**src/rtl/regfile_arb_pkg.sv**
```systemverilog
// Shared types and constants for the register-file sequencer/arbiter.
// The optional round-robin mode is selected with REGFILE_ARB_ROUND_ROBIN_EN.
package regfile_arb_pkg;

    localparam int DEF_DATA_W = 8;
    localparam int DEF_ADDR_W = 2;

    localparam int REQ_CORE  = 0;
    localparam int REQ_DEBUG = 1;

    typedef enum logic [2:0] {
        S_INIT,
        S_IDLE,
        S_WRITE,
        S_READ,
        S_RDATA
    } state_e;

endpackage

```
**src/rtl/regfile_arbiter_rr_arbiter_2.sv**
```systemverilog
// Two-way grant logic: fixed core priority by default, alternating on ties
// when REGFILE_ARB_ROUND_ROBIN_EN is defined.
module rr_arbiter_2
    import regfile_arb_pkg::*;
(
`ifdef REGFILE_ARB_ROUND_ROBIN_EN
    input  logic       clk,
    input  logic       rst,
    input  logic       advance,
`endif
    input  logic [1:0] valid,
    output logic [1:0] grant
);

`ifdef REGFILE_ARB_ROUND_ROBIN_EN
    logic last_grant_q;
    logic last_grant_d;

    // last_grant_q = 1 means the debug port was served last, so the core wins the next tie.
    always_comb begin
        grant[REQ_CORE]  = valid[REQ_CORE]  & (~valid[REQ_DEBUG] | last_grant_q);
        grant[REQ_DEBUG] = valid[REQ_DEBUG] & (~valid[REQ_CORE]  | ~last_grant_q);
        last_grant_d     = last_grant_q;
        if (advance && (|valid)) begin
            last_grant_d = grant[REQ_DEBUG];
        end
    end

    always_ff @(posedge clk or posedge rst) begin
        if (rst) begin
            last_grant_q <= 1'b1;
        end else begin
            last_grant_q <= last_grant_d;
        end
    end
`else
    always_comb begin
        grant[REQ_CORE]  = valid[REQ_CORE];
        grant[REQ_DEBUG] = valid[REQ_DEBUG] & ~valid[REQ_CORE];
    end
`endif

endmodule

```
**src/rtl/regfile_arbiter.sv**
```systemverilog
// Sequences core/debug access to the 4x8 register file's read-A and write ports
// and produces its sync_rst. Tie policy set by REGFILE_ARB_ROUND_ROBIN_EN.
module regfile_arbiter
    import regfile_arb_pkg::*;
#(
    parameter int DATA_W = DEF_DATA_W,
    parameter int ADDR_W = DEF_ADDR_W
) (
    input  logic              clk,
    input  logic              async_rst,
    input  logic [1:0]        req_valid,
    output logic [1:0]        req_ready,
    input  logic [1:0]        req_we,
    input  logic [ADDR_W-1:0] req_addr_0,
    input  logic [ADDR_W-1:0] req_addr_1,
    input  logic [DATA_W-1:0] req_wdata_0,
    input  logic [DATA_W-1:0] req_wdata_1,
    output logic [1:0]        rsp_valid,
    output logic [DATA_W-1:0] rsp_data,
    output logic              busy,
    output logic              rf_sync_rst,
    output logic              rf_read_en_A,
    output logic [ADDR_W-1:0] rf_addr_read_A,
    output logic              rf_write_en,
    output logic [ADDR_W-1:0] rf_addr_write,
    output logic [DATA_W-1:0] rf_data_in,
    input  logic [DATA_W-1:0] rf_data_out_A
);

    // Handshake: a requester holds valid/we/addr/wdata until it sees its ready bit;
    // transfer happens on the edge where valid & ready are both high; responses
    // are single-cycle rsp_valid pulses with no backpressure.

    state_e              state_q, state_d;
    logic                gnt_idx_q, gnt_idx_d;
    logic [ADDR_W-1:0]   addr_q, addr_d;
    logic [DATA_W-1:0]   wdata_q, wdata_d;
    logic                busy_q, busy_d;
    logic                sync_rst_q, sync_rst_d;
    logic                write_en_q, write_en_d;
    logic                read_en_q, read_en_d;
    logic [1:0]          rsp_valid_q, rsp_valid_d;
    logic [1:0]          grant;
    logic                we_sel;

    rr_arbiter_2 u_arb (
`ifdef REGFILE_ARB_ROUND_ROBIN_EN
        .clk     (clk),
        .rst     (async_rst),
        .advance (state_q == S_IDLE),
`endif
        .valid   (req_valid),
        .grant   (grant)
    );

    always_comb begin
        state_d   = state_q;
        gnt_idx_d = gnt_idx_q;
        addr_d    = addr_q;
        wdata_d   = wdata_q;
        we_sel    = 1'b0;
        case (state_q)
            S_INIT:  state_d = S_IDLE;
            S_IDLE: begin
                if (|grant) begin
                    gnt_idx_d = grant[REQ_DEBUG];
                    if (grant[REQ_DEBUG]) begin
                        addr_d  = req_addr_1;
                        wdata_d = req_wdata_1;
                        we_sel  = req_we[REQ_DEBUG];
                    end else begin
                        addr_d  = req_addr_0;
                        wdata_d = req_wdata_0;
                        we_sel  = req_we[REQ_CORE];
                    end
                    state_d = we_sel ? S_WRITE : S_READ;
                end
            end
            S_WRITE: state_d = S_IDLE;
            S_READ:  state_d = S_RDATA;
            S_RDATA: state_d = S_IDLE;
            default: state_d = S_INIT;
        endcase

        // Strobes are registered from the next state so they line up with it.
        busy_d      = (state_d != S_IDLE);
        sync_rst_d  = (state_d == S_INIT);
        write_en_d  = (state_d == S_WRITE);
        read_en_d   = (state_d == S_READ);
        rsp_valid_d = 2'b00;
        if ((state_d == S_WRITE) || (state_d == S_RDATA)) begin
            rsp_valid_d[gnt_idx_d] = 1'b1;
        end
    end

    always_ff @(posedge clk or posedge async_rst) begin
        if (async_rst) begin
            state_q     <= S_INIT;
            gnt_idx_q   <= 1'b0;
            addr_q      <= '0;
            wdata_q     <= '0;
            busy_q      <= 1'b1;
            sync_rst_q  <= 1'b1;
            write_en_q  <= 1'b0;
            read_en_q   <= 1'b0;
            rsp_valid_q <= 2'b00;
        end else begin
            state_q     <= state_d;
            gnt_idx_q   <= gnt_idx_d;
            addr_q      <= addr_d;
            wdata_q     <= wdata_d;
            busy_q      <= busy_d;
            sync_rst_q  <= sync_rst_d;
            write_en_q  <= write_en_d;
            read_en_q   <= read_en_d;
            rsp_valid_q <= rsp_valid_d;
        end
    end

    assign req_ready      = (state_q == S_IDLE) ? grant : 2'b00;
    assign rsp_valid      = rsp_valid_q;
    // The register file already registers read-A data, so it is forwarded directly.
    assign rsp_data       = (state_q == S_RDATA) ? rf_data_out_A : '0;
    assign busy           = busy_q;
    assign rf_sync_rst    = sync_rst_q;
    assign rf_read_en_A   = read_en_q;
    assign rf_addr_read_A = addr_q;
    assign rf_write_en    = write_en_q;
    assign rf_addr_write  = addr_q;
    assign rf_data_in     = wdata_q;

endmodule
```
**config.mk**
```make
export PLATFORM = sky130hd
export DESIGN_NAME = regfile_arbiter
export DESIGN_NICKNAME = d
export VERILOG_FILES = /design/src/rtl/regfile_arb_pkg.sv /design/src/rtl/regfile_arbiter_rr_arbiter_2.sv /design/src/rtl/regfile_arbiter.sv
export SDC_FILE = /design/constraint.sdc
export NUM_CORES = 1
export LEC_CHECK = 0
export ABC_AREA = 1
export BUFFER_PORTS_ARGS = -buffer_cell sky130_fd_sc_hd__buf_2
export CORE_ASPECT_RATIO = 1.1
export CORE_MARGIN = 8
export CORE_UTILIZATION = 35
export CTS_CLUSTER_DIAMETER = 150
export DETAILED_ROUTE_END_ITERATION = 10
export PLACE_DENSITY = 0.64
export RECOVER_POWER = 100
export SLEW_MARGIN = 40
export SYNTH_ARGS = -nofsm -noshare
export SYNTH_HDL_FRONTEND = slang
export SYNTH_SLANG_ARGS = --single-unit
```
**constraint.sdc**
```tcl
create_clock -name clk -period 1.2 [get_ports clk]
set_input_delay 0.24 -clock clk [delete_from_list [all_inputs] [get_ports clk]]
set_output_delay 0.24 -clock clk [all_outputs]
set_load 0.02 [all_outputs]
```
==> metrics <==
Ant. Diodes=0; gr usage total=0.123; DR vias=around 1,100; final net count=around 250; routed length per placed instance=about 13 um; Routed Antenna Nets=0; crit end category=output pin; Slowest-stage cell, CP=dfrtp_1; row cnt=20; endpoints failing hold=0; CP max FO=3; Slew Limit Headroom=0.681; Skew-Pair Late Insertion Delay=about 280 ps; Critical Path Start=state_q[1]; global-route wire length before repair=about 4900 um; critical path class=register to output pin; Post-Synth Simple-Gate Area=0.365; clk slew on worst S/H paths=roughly 100 ps; Syn Nets=roughly 170; Ports=62; synthesis-to-finish area growth=68.2%; Max-Cap Viols=0; CP peak stage delay=roughly 430 ps; PnR worst setup slack=-315 ps; post-synth top area cell=dfrtp_1; Area contributors post-synth=dfrtp_1, nand2_1, nand3_1; Die X=67.7 um; mux cell area share after synthesis=0; Setup Viol. Count Final=27; Worst Hold Launch=req_wdata_0[6]; Tot Pwr=just over 4 mW; Syn Std Cell Area=approximately 1000 sq um; Detailed Routing Iterations Pass 1=4; max-slew violations=0; largest family of logic cells by synthesized area=simple AND/OR/NAND/NOR gates; area share of fa/ha/maj cells after synthesis=0; sequential area share after synthesis=0.490; family with the most delay on the worst path=flip-flops; Post-Synth XOR/XNOR Area=0; Core ar.=approximately 2800 sq um; share of cells above drive strength 1=0.532; non-filler cells, final=between 200 and 300; Critical Path RT=960 ps; total CTS buffers=3; DP Cell Count=approximately 230; Syn. warnings=0; top-count cell post-synth=nand2_1; pwr dens=about 2400 nW/um^2; crit-path cells=buf_6, nor2_4, nand2_1, inv_1, buf_6; RR Startpoint=state_q[1]; vias in the first global route=~1,200; Final min period=between 1500 and 2000 ps; Yosys reg bits=20; final WL=around 3200 um; most frequent cells after synthesis=nand2_1, dfrtp_1, nor2_1; input/output buffers=slightly above 60; Die Y=~73 um; grt ovf=0; initial DRC count=12; area of placed instances=between 1000 and 1500 sq um; WHS=241 ps; outcome=finished with violations; H-tree Lvls=1; Fmax=approximately 0.66 GHz; pin count of the biggest net entering global routing=21; final period utilization=1.26; Syn Inst Count=~140; initial core utilization=0.370; pre-CTS setup slack=-95.2 ps; crit path DAT=between 1000 and 1500 ps; Avg Synthesized Cell Area=around 7.4 sq um; CTS tree=done; die area=between 4000 and 5000 sq um; final instance area=1730 sq um; root buffer cell=clkbuf_4; CTS sink count=20; leak pwr=around 1 nW; initial antenna violation count=0; Post-synth EDFFs=0; failing checks=setup timing; Compound-Gate Fraction of Synth Area=0.0329; DRC violations left=0; async set-reset flop share out of synthesis=1.00; hold crit path type=input port to register; Final HPWL DP=2250 um; post-synth cell types=15; Final Skew=6.58 ps; GP Congestion=a little over 0.8; Max Root-Sink Buffers=2; IR drop worst, VDD=about 0.0013 V; most used cell along the critical path=buf_6; setup_tns=-4230 ps; share of the synthesized area in the top cell type=0.438; Crit path buffers/inverters=3; routed vias/inst=about 4.5; worst-margin pin slew=478 ps; Final Util=0.622; Synth Flop Type=dfrtp_1; RSZ-0062 raised after global routing=true; Startpoint Class=register
==> repair_timing <==
| item | 4_1_cts | 5_1_grt |
|---|---|---|
| endpoints found under the setup margin | 12 | 29 |
| buffers inserted | 6 | 6 |
| hold buffers | 1 | 0 |
| hold endpoints to repair | 18 | 0 |
| pin swaps | 8 | 10 |
| resized for setup | 28 | 36 |
| cloned | 0 | 1 |
==> worst register-to-register path, stage by stage, from the launching register on <==
cell	delay, ps
dfrtp_1	430
buf_6	140
nor2_4	140
nand3_2	100
buf_4	160
buf_6	100
buf_4	120
nand2_2	60
nor2_1	40
==> state kept, by name (all words and copies together), names as in the netlist <==
| signal | cells |
|---|---|
| rf_data_in | 8 |
| state_q | 3 |
| rf_addr_read_A | 2 |
| rsp_valid | 2 |
| busy | 1 |
| gnt_idx_q | 1 |
| rf_read_en_A | 1 |
| rf_sync_rst | 1 |
| rf_write_en | 1 |
==> layout by cell type (no fill, tap or decap) <==
cell and instances:
a21oi_2 1, a21oi_4 1, buf_12 1, buf_2 33, buf_4 15, buf_6 15, clkbuf_1 3, clkbuf_2 14
clkbuf_4 3, clkinvlp_4 1, dfrtp_1 18, dfstp_2 2, dlygate4sd3_1 1, inv_1 13, inv_2 2, inv_8 1
nand2_1 48, nand2_2 12, nand2_4 2, nand3_1 11, nand3_2 2, nand3_4 1, nor2_1 8, nor2_2 3
nor2_4 5, o21ai_4 1, o21bai_2 1
==> area by class of cell <==
type                            count  area (sq um)
Tap cell                           33          41.3
Inverter                           16          67.6
Fill cell                         251          1050
Clock buffer                        3          22.5
Sequential cell                    20           503
Timing Repair inverter              1          7.51
Timing Repair Buffer               82           558
Multi-Input combinational cell     96           528
==> final timing paths <==
kind | to | slack (ps) | depth (start not counted)
setup / recovery | req_ready[0] | -320 | 5
hold / removal | rf_data_in[6] | 240 | 5
setup reg to reg | rsp_valid[0] | -180 | 8
hold reg to reg | rf_data_in[0] | 490 | 2
max in group asynchronous | busy | 260 | 4
min in group asynchronous | state_q[2] | 590 | 4
==> cells by family after synthesis <==
family                 Yosys count
and+or+nand+nor                 92
DFF                             20
buffers and inverters           23
AOI/OAI and AO/OA                4
==> report_power, final <==
part	total, mW	switching, mW	internal [mW]
registers	1.19	0.189	0.999
logic	2.58	1.46	1.12
clock network	0.295	0.178	0.116
==> per-layer routing <==
layer	part of all wire	wire [um]	up-vias	track usage
met5	0	0	-	0
met4	0.011	35	0	0.0279
met3	0.099	314	4	0.0461
met2	0.52	1640	48	0.227
met1	0.37	1170	498	0.124
li1	-	-	577	-
Power figures use the tool's default switching activity.
